File: config.mk
export PLATFORM = sky130hd
export DESIGN_NAME = pwm_pulse_gen_flat
export DESIGN_NICKNAME = d
export VERILOG_FILES = /design/src/rtl/pwm_pulse_gen_if.sv /design/src/rtl/pwm_pulse_gen.sv /design/src/flat_wrapper.sv
export SDC_FILE = /design/constraint.sdc
export NUM_CORES = 1
export LEC_CHECK = 0
export ABC_CLOCK_PERIOD_IN_PS = 4100
export BUFFER_PORTS_ARGS = -buffer_cell sky130_fd_sc_hd__buf_2
export CORE_ASPECT_RATIO = 1.5
export CORE_MARGIN = 1.5
export CORE_UTILIZATION = 55
export DETAILED_ROUTE_END_ITERATION = 7
export GPL_ROUTABILITY_DRIVEN = 0
export PLACE_DENSITY = 0.77
export SLEW_MARGIN = 5
export SYNTH_ARGS = -nofsm -noshare
export SYNTH_HDL_FRONTEND = slang
export SYNTH_SLANG_ARGS = --single-unit
File: constraint.sdc
create_clock -name clock -period 4.1 [get_ports clock]
set_input_delay 0.41 -clock clock [delete_from_list [all_inputs] [get_ports clock]]
set_output_delay 0.41 -clock clock [all_outputs]
set_load 0.01 [all_outputs]
File: src/rtl/pwm_pulse_gen_if.sv
// pwm_pulse_gen_if: throttle width request in, ESC pulse and frame status out
interface pwm_pulse_gen_if #(parameter int PWM_LEN = 12) ();
  logic               enable;
  logic [PWM_LEN-1:0] pwm_signal_time;
  logic               pwm_out;
  logic               frame_start;
  logic               busy;
  logic [PWM_LEN-1:0] latched_time;
  modport master (output enable, pwm_signal_time, input pwm_out, frame_start, busy, latched_time);
  modport slave (input enable, pwm_signal_time, output pwm_out, frame_start, busy, latched_time);
endinterface

File: src/rtl/pwm_pulse_gen.sv
// pwm_pulse_gen: fixed-period servo-style PWM frames with the width latched at each frame boundary
module pwm_pulse_gen #(
  parameter int CLK_HZ   = 50000000,
  parameter int PWM_LEN  = 12,
  parameter int FRAME_US = 20000,
  parameter int FRAME_W  = 15,
  parameter int MIN_US   = 900,
  parameter int MAX_US   = 2000
) (
  input logic            clock,
  input logic            reset,
  pwm_pulse_gen_if.slave bus
);
  localparam int DIV = CLK_HZ / 1000000;
  localparam int PW  = $clog2(DIV);
  typedef enum logic [1:0] {IDLE, HIGH, LOW} state_t;
  state_t             state_q, state_d;
  logic [PW-1:0]      pre_q, pre_d;
  logic [FRAME_W-1:0] us_q, us_d;
  logic [PWM_LEN-1:0] lat_q, lat_d, clamped;
  logic               pwm_q, pwm_d, fs_q, fs_d;
  logic               tick, frame_end, start;
  assign clamped = bus.pwm_signal_time < PWM_LEN'(MIN_US) ? PWM_LEN'(MIN_US)
                 : bus.pwm_signal_time > PWM_LEN'(MAX_US) ? PWM_LEN'(MAX_US)
                 : bus.pwm_signal_time;
  assign tick      = state_q != IDLE && pre_q == PW'(DIV - 1);
  assign frame_end = tick && state_q == LOW && us_q == FRAME_W'(FRAME_US - 1);
  // A frame restarts either from idle or seamlessly at the end of a running frame
  assign start     = bus.enable && (state_q == IDLE || frame_end);
  always_comb begin
    state_d = state_q;
    lat_d   = lat_q;
    pwm_d   = pwm_q;
    fs_d    = 1'b0;
    pre_d   = (state_q == IDLE || tick) ? '0 : pre_q + 1'b1;
    us_d    = tick ? us_q + 1'b1 : us_q;
    if (start) begin
      state_d = HIGH;
      lat_d   = clamped;
      pre_d   = '0;
      us_d    = '0;
      pwm_d   = 1'b1;
      fs_d    = 1'b1;
    end else if (frame_end) begin
      state_d = IDLE;
      us_d    = '0;
      pwm_d   = 1'b0;
    end else if (state_q == HIGH && tick && us_q + 1'b1 == FRAME_W'(lat_q)) begin
      state_d = LOW;
      pwm_d   = 1'b0;
    end
  end
  always_ff @(posedge clock or negedge reset) begin
    if (!reset) begin
      state_q <= IDLE;
      pre_q   <= '0;
      us_q    <= '0;
      lat_q   <= '0;
      pwm_q   <= 1'b0;
      fs_q    <= 1'b0;
    end else begin
      state_q <= state_d;
      pre_q   <= pre_d;
      us_q    <= us_d;
      lat_q   <= lat_d;
      pwm_q   <= pwm_d;
      fs_q    <= fs_d;
    end
  end
  assign bus.pwm_out      = pwm_q;
  assign bus.frame_start  = fs_q;
  assign bus.busy         = state_q != IDLE;
  assign bus.latched_time = lat_q;
endmodule

File: src/flat_wrapper.sv
// flat-port wrapper written by rule: the top's interface ports become plain ports
module pwm_pulse_gen_flat 
#(
  parameter int CLK_HZ   = 50000000,
  parameter int PWM_LEN  = 12,
  parameter int FRAME_US = 20000,
  parameter int FRAME_W  = 15,
  parameter int MIN_US   = 900,
  parameter int MAX_US   = 2000
)
  (clock, reset, bus_enable, bus_pwm_signal_time, bus_pwm_out, bus_frame_start, bus_busy, bus_latched_time);
  pwm_pulse_gen_if #(.PWM_LEN(PWM_LEN)) bus_i ();
  input logic clock;
  input logic reset;
  input wire logic [$bits(bus_i.enable)-1:0] bus_enable;
  input wire logic [$bits(bus_i.pwm_signal_time)-1:0] bus_pwm_signal_time;
  output wire logic [$bits(bus_i.pwm_out)-1:0] bus_pwm_out;
  output wire logic [$bits(bus_i.frame_start)-1:0] bus_frame_start;
  output wire logic [$bits(bus_i.busy)-1:0] bus_busy;
  output wire logic [$bits(bus_i.latched_time)-1:0] bus_latched_time;
  assign bus_i.enable = bus_enable;
  assign bus_i.pwm_signal_time = bus_pwm_signal_time;
  assign bus_pwm_out = bus_i.pwm_out;
  assign bus_frame_start = bus_i.frame_start;
  assign bus_busy = bus_i.busy;
  assign bus_latched_time = bus_i.latched_time;
  pwm_pulse_gen #(.CLK_HZ(CLK_HZ), .PWM_LEN(PWM_LEN), .FRAME_US(FRAME_US), .FRAME_W(FRAME_W), .MIN_US(MIN_US), .MAX_US(MAX_US)) u_core (.clock(clock), .reset(reset), .bus(bus_i));
endmodule
# Word level (Yosys, flattened, before mapping)

Index checks and enable logic that the tools add are counted.
W data, S select, Z words.

Output and inout port bits: 15
Register bits after elaboration: 37
Input bits: 15

Reductions and logical operators: 12
$lt $le $gt $ge: 2
Equality and inequality tests: 5
$add $sub $neg: 2
Muxes and demuxes: 14

Operators with widths:

| kind                    | number |
|---|---|
| $mux W15                | 3 |
| $mux W12                | 2 |
| $add A15 B1 Y15 const B | 1 |
| $eq A15 B12 Y1          | 1 |
| $eq A15 B15 Y1 const B  | 1 |
| $gt A12 B11 Y1 const B  | 1 |
| $lt A12 B10 Y1 const B  | 1 |
| $mux W6                 | 2 |
| $add A6 B1 Y6 const B   | 1 |
| $eq A6 B6 Y1 const B    | 1 |
| $logic_and A1 B1 Y1     | 6 |
| $mux W2                 | 3 |
| $reduce_bool A3 Y1      | 2 |
| $mux W1                 | 4 |
| $eq A2 B1 Y1 const B    | 1 |
| $eq A2 B2 Y1 const B    | 1 |
| $logic_not A2 Y1        | 1 |
| $logic_or A1 B1 Y1      | 2 |
| $reduce_bool A2 Y1      | 1 |

# Longest topological paths before layout

Depth after elaboration: 7
Depth in mapped cells: 8

# Worst setup path after synthesis

No wires, ideal clock.

Path type: register -> register
Start: register u_core.us_q[0]
End: register u_core.lat_q[1] (netlist: u_core.bus.latched_time[1])
Stages on the path, launching flop included: 8
Path slack: 2.068 ns
Data arrival time: 1.911 ns
Path buffers: 1
Setup time: 0.121 ns
Data required time: 3.979 ns
Clock period less this slack: 2.032 ns
Path through: dfrtp_1 -> ha_1 -> nand3_4 -> or3_4 -> nor3_4 -> o21ai_2 -> buf_2 -> a22o_1

Word-level cells in the longest chain between the ends: 4

Ends and longest elaborated chain:

| what                     | line                | RTL |
|---|---|---|
| start: declaration       | pwm_pulse_gen.sv:19 | `logic [FRAME_W-1:0] us_q, us_d;` |
| start signal: assignment | pwm_pulse_gen.sv:64 | `us_q <= us_d;` |
| $eq A15 B15 Y1           | pwm_pulse_gen.sv:27 | `assign frame_end = tick && state_q == LOW && us_q == FRAME_W'(FRAME_US - 1);` |
| $logic_and A1 B1 Y1      | pwm_pulse_gen.sv:27 |  |
| $logic_or A1 B1 Y1       | pwm_pulse_gen.sv:29 | `assign start = bus.enable && (state_q == IDLE \|\| frame_end);` |
| $logic_and A1 B1 Y1      | pwm_pulse_gen.sv:29 |  |
| end signal: assignment   | pwm_pulse_gen.sv:65 | `lat_q <= lat_d;` |
| end: declaration         | pwm_pulse_gen.sv:20 | `logic [PWM_LEN-1:0] lat_q, lat_d, clamped;` |

Every way passes these cells.
A chain may end at the register's enable or synchronous reset.

# Worst setup path after layout

Start: register u_core.us_q[0]
End: register u_core.lat_q[7] (netlist: u_core.bus.latched_time[7])

Same word-level chain as after synthesis.

==> qor.yml <==
critical_path:
  critPathLaunchType: "register"
  cp.arrival_ps: 2490
  endpoint_kind: "register"
  cp.required_ps: 4280
  reg2reg_depth: 8
  cp_max_fo: 12
  worstSetupPathType: "register to register"
global_routing:
  grt_first_pass_wirelength_mm: 7.87
  grt_start_max_net_pins: 37
  grt_pass1_vias: 1762
  track_usage_pct: 25.2
  overflow: 0
  antenna_found_initial: 0
synthesis:
  synth-edff-count: 0
  synth_top_area_share_pct: 41.9
  ys_async_sr_fraction_pct: 100
  synth_top_family_by_area: "simple AND/OR/NAND/NOR gates"
  synthCells: 230
  synthXorXnorAreaFrac_pct: 8.96
  ys_warn_count: 0
  synth_compound_area_share_pct: 17.6
  seq_area_frac_synth_pct: 41.9
  avgSynthCellArea_sq_um: 9.35
  synthMostInstantiatedCell: "dfrtp_1"
  synth_seq_cells: 36
  ys.flop_type: "dfrtp_1"
  synth_top_cell_by_area: "dfrtp_1"
  syn_area_sq_mm: 0.00215
  synth-adder-area-share_pct: 1.75
  syn_nets: 248
  synthMuxAreaShare_pct: 0.990
  yosys.area_share.simple_pct: 25.0
  synth.distinct_cells: 51
  synth.area.top_cells: "dfrtp_1, xnor2_1, nor2_1"
  synth_common_cells: "dfrtp_1, nor2_1, o21ai_0, nand2_1, xnor2_1"
placed_design:
  io_buffers: 29
  dp.cells: 294
  dpl.hpwl_mm: 3.52
  postPlaceCellArea_sq_mm: 0.00231
routing:
  vias: 1844
  wire_per_inst_microns: 15.7
  vias_per_cell: 6.11
  firstDrtPassIters: 4
  wl_mm: 4.75
  drc_errors: 0
  drt_iter0_drc: 71
  drtAntennaViolNets: 0
clock_tree:
  clk_latency_ps: 290
  post_cts_resized: 0
  clk_path_buf_depth: 2
  cts_sinks: 36
  root_buffer: "clkbuf_8"
  cts_buffers: 5
  h-tree-depth: 2
  postCtsSetupRepairBufs: 0
  path_clk_slew_ps: 70
  cts_hold_buf: 0
  cts_tree: "built"
timing:
  fmax_mhz: 432
  finalSetupTns_ps: 0
  max_slew_margin_pct: 48.0
  hold_viol_final: 0
  grt_setup_unrepaired: "false"
  setup_viol: 0
  min_period_over_period_pct: 56.4
  tightestPinTransition_ps: 780
  fin_skew_ps: 6.36
  slew_violations: 0
  hold_ws_ps: 191
  post-route-min-period_ps: 2310
layout:
  n_antenna_cell: 0
  drive_above_1_share_pct: 20.8
  area_growth_pct: 11.8
  nets: 276
  final_cells: 302
  final_cell_area_sq_mm: 0.00240
run_status:
  status: "completed"
die:
  die_h_microns: 79.6
  pin_count: 30
  start_util_pct: 57.8
  core-area_sq_mm: 0.00372
  die-area_sq_mm: 0.00430
  rows: 27
  die_x_microns: 54.0
power_and_ir_drop:
  p_leak_nw: 1.00
  total_power_mw: 1.02
  ir_worst_vdd_mv: 0.302
  p_per_area_mw_per_mm2: 424
min_path:
  hold_path.class: "input port to async pin"
run:
  maxCapViolations: 0
-- kinds of logic after synthesis --
family,after synthesis
AOI/OAI and AO/OA,55
xor gates and xnor gates,22
and+or+nand+nor,95
DFF,36
buffers and inverters,17
adders and majority gates,3
muxes,2
-- final cells by class --
cell class	instances	area (sq um)
fill	340	1310
multi-input combinational	177	1170
sequential	36	901
timing repair buffer	30	153
clock buffer	7	86.3
tap	43	53.8
inverter	8	35.0
clock inverter	1	7.51
-- worst max-delay path, stage by stage (launching register included) --
cell	delay, ps
dfrtp_1	450
ha_1	340
nand3_4	170
or3_4	450
nor3_4	150
o21ai_2	190
clkinv_4	130
nand3_1	110
o22a_1	210
-- sequential cells by signal (all words and copies together) (netlist names) --
name and count:
u_core.bus.frame_start 1, u_core.state_q 2, u_core.us_q 15, u_core.pre_q 6, u_core.bus.latched_time 12
-- worst paths after layout --
| kind | from | end | slack, ps |
|---|---|---|---|
| max in group asynchronous | reset | u_core.us_q[9] | 3400 |
| min in group clock | bus_pwm_signal_time[9] | u_core.bus.latched_time[9] | 340 |
| max | u_core.us_q[0] | u_core.bus.latched_time[7] | 1790 |
| min reg2reg | u_core.pre_q[0] | u_core.pre_q[0] | 510 |
| max reg2reg | u_core.us_q[0] | u_core.bus.latched_time[7] | 1790 |
| min | reset | u_core.pre_q[2] | 190 |
-- metal layers --
metal	vias to the layer above	track usage [%]	routed length [microns]	part of all wire, %
met3	12	4.12	185	3.9
met4	0	11.3	117	2.5
li1	876	-	-	-
met1	900	27.9	1910	40
met2	56	44.9	2540	53
met5	-	0	0	0
-- stage by stage --
step                setup WS [ps]  utilization (%)
global placement             1870             62.1
finish                       1790             64.6
global route                 1600             64.6
detailed placement           1810             62.1
CTS                          1790             64.6
floorplan                    2070                -
-- placed cells by master, fill, tap and decap left out, types with 2 or more instances in the layout --
cell type / netlist / layout
xor2_1: 7 / 7
nor3_1: 6 / 6
o41ai_1: 4 / 4
nand2_1: 19 / 19
and2_1: 2 / 2
o21ai_1: 2 / 2
nor2_1: 29 / 29
inv_1: 7 / 7
nor3_2: 2 / 2
nand3_1: 8 / 8
buf_2: 4 / 29
o31ai_1: 4 / 4
o21ai_0: 21 / 21
nor2b_1: 5 / 5
dfrtp_1: 36 / 36
ha_1: 3 / 3
nand4_1: 4 / 4
xnor2_1: 15 / 15
nand3b_1: 4 / 4
a21oi_1: 4 / 4
clkbuf_8: 0 / 6
a22o_1: 6 / 6
nand3_2: 2 / 2
nand4bb_1: 2 / 2
a31oi_1: 2 / 2
nor4_1: 2 / 2
o22a_1: 3 / 3
-- power breakdown --
| group | internal [mW] | total (mW) | switching (mW) |
|---|---|---|---|
| logic | 0.128 | 0.253 | 0.125 |
| clock network | 0.136 | 0.261 | 0.125 |
| registers | 0.419 | 0.505 | 0.0860 |
| total | 0.684 | 1.02 | 0.336 |
(Power assumes the default switching activity.)
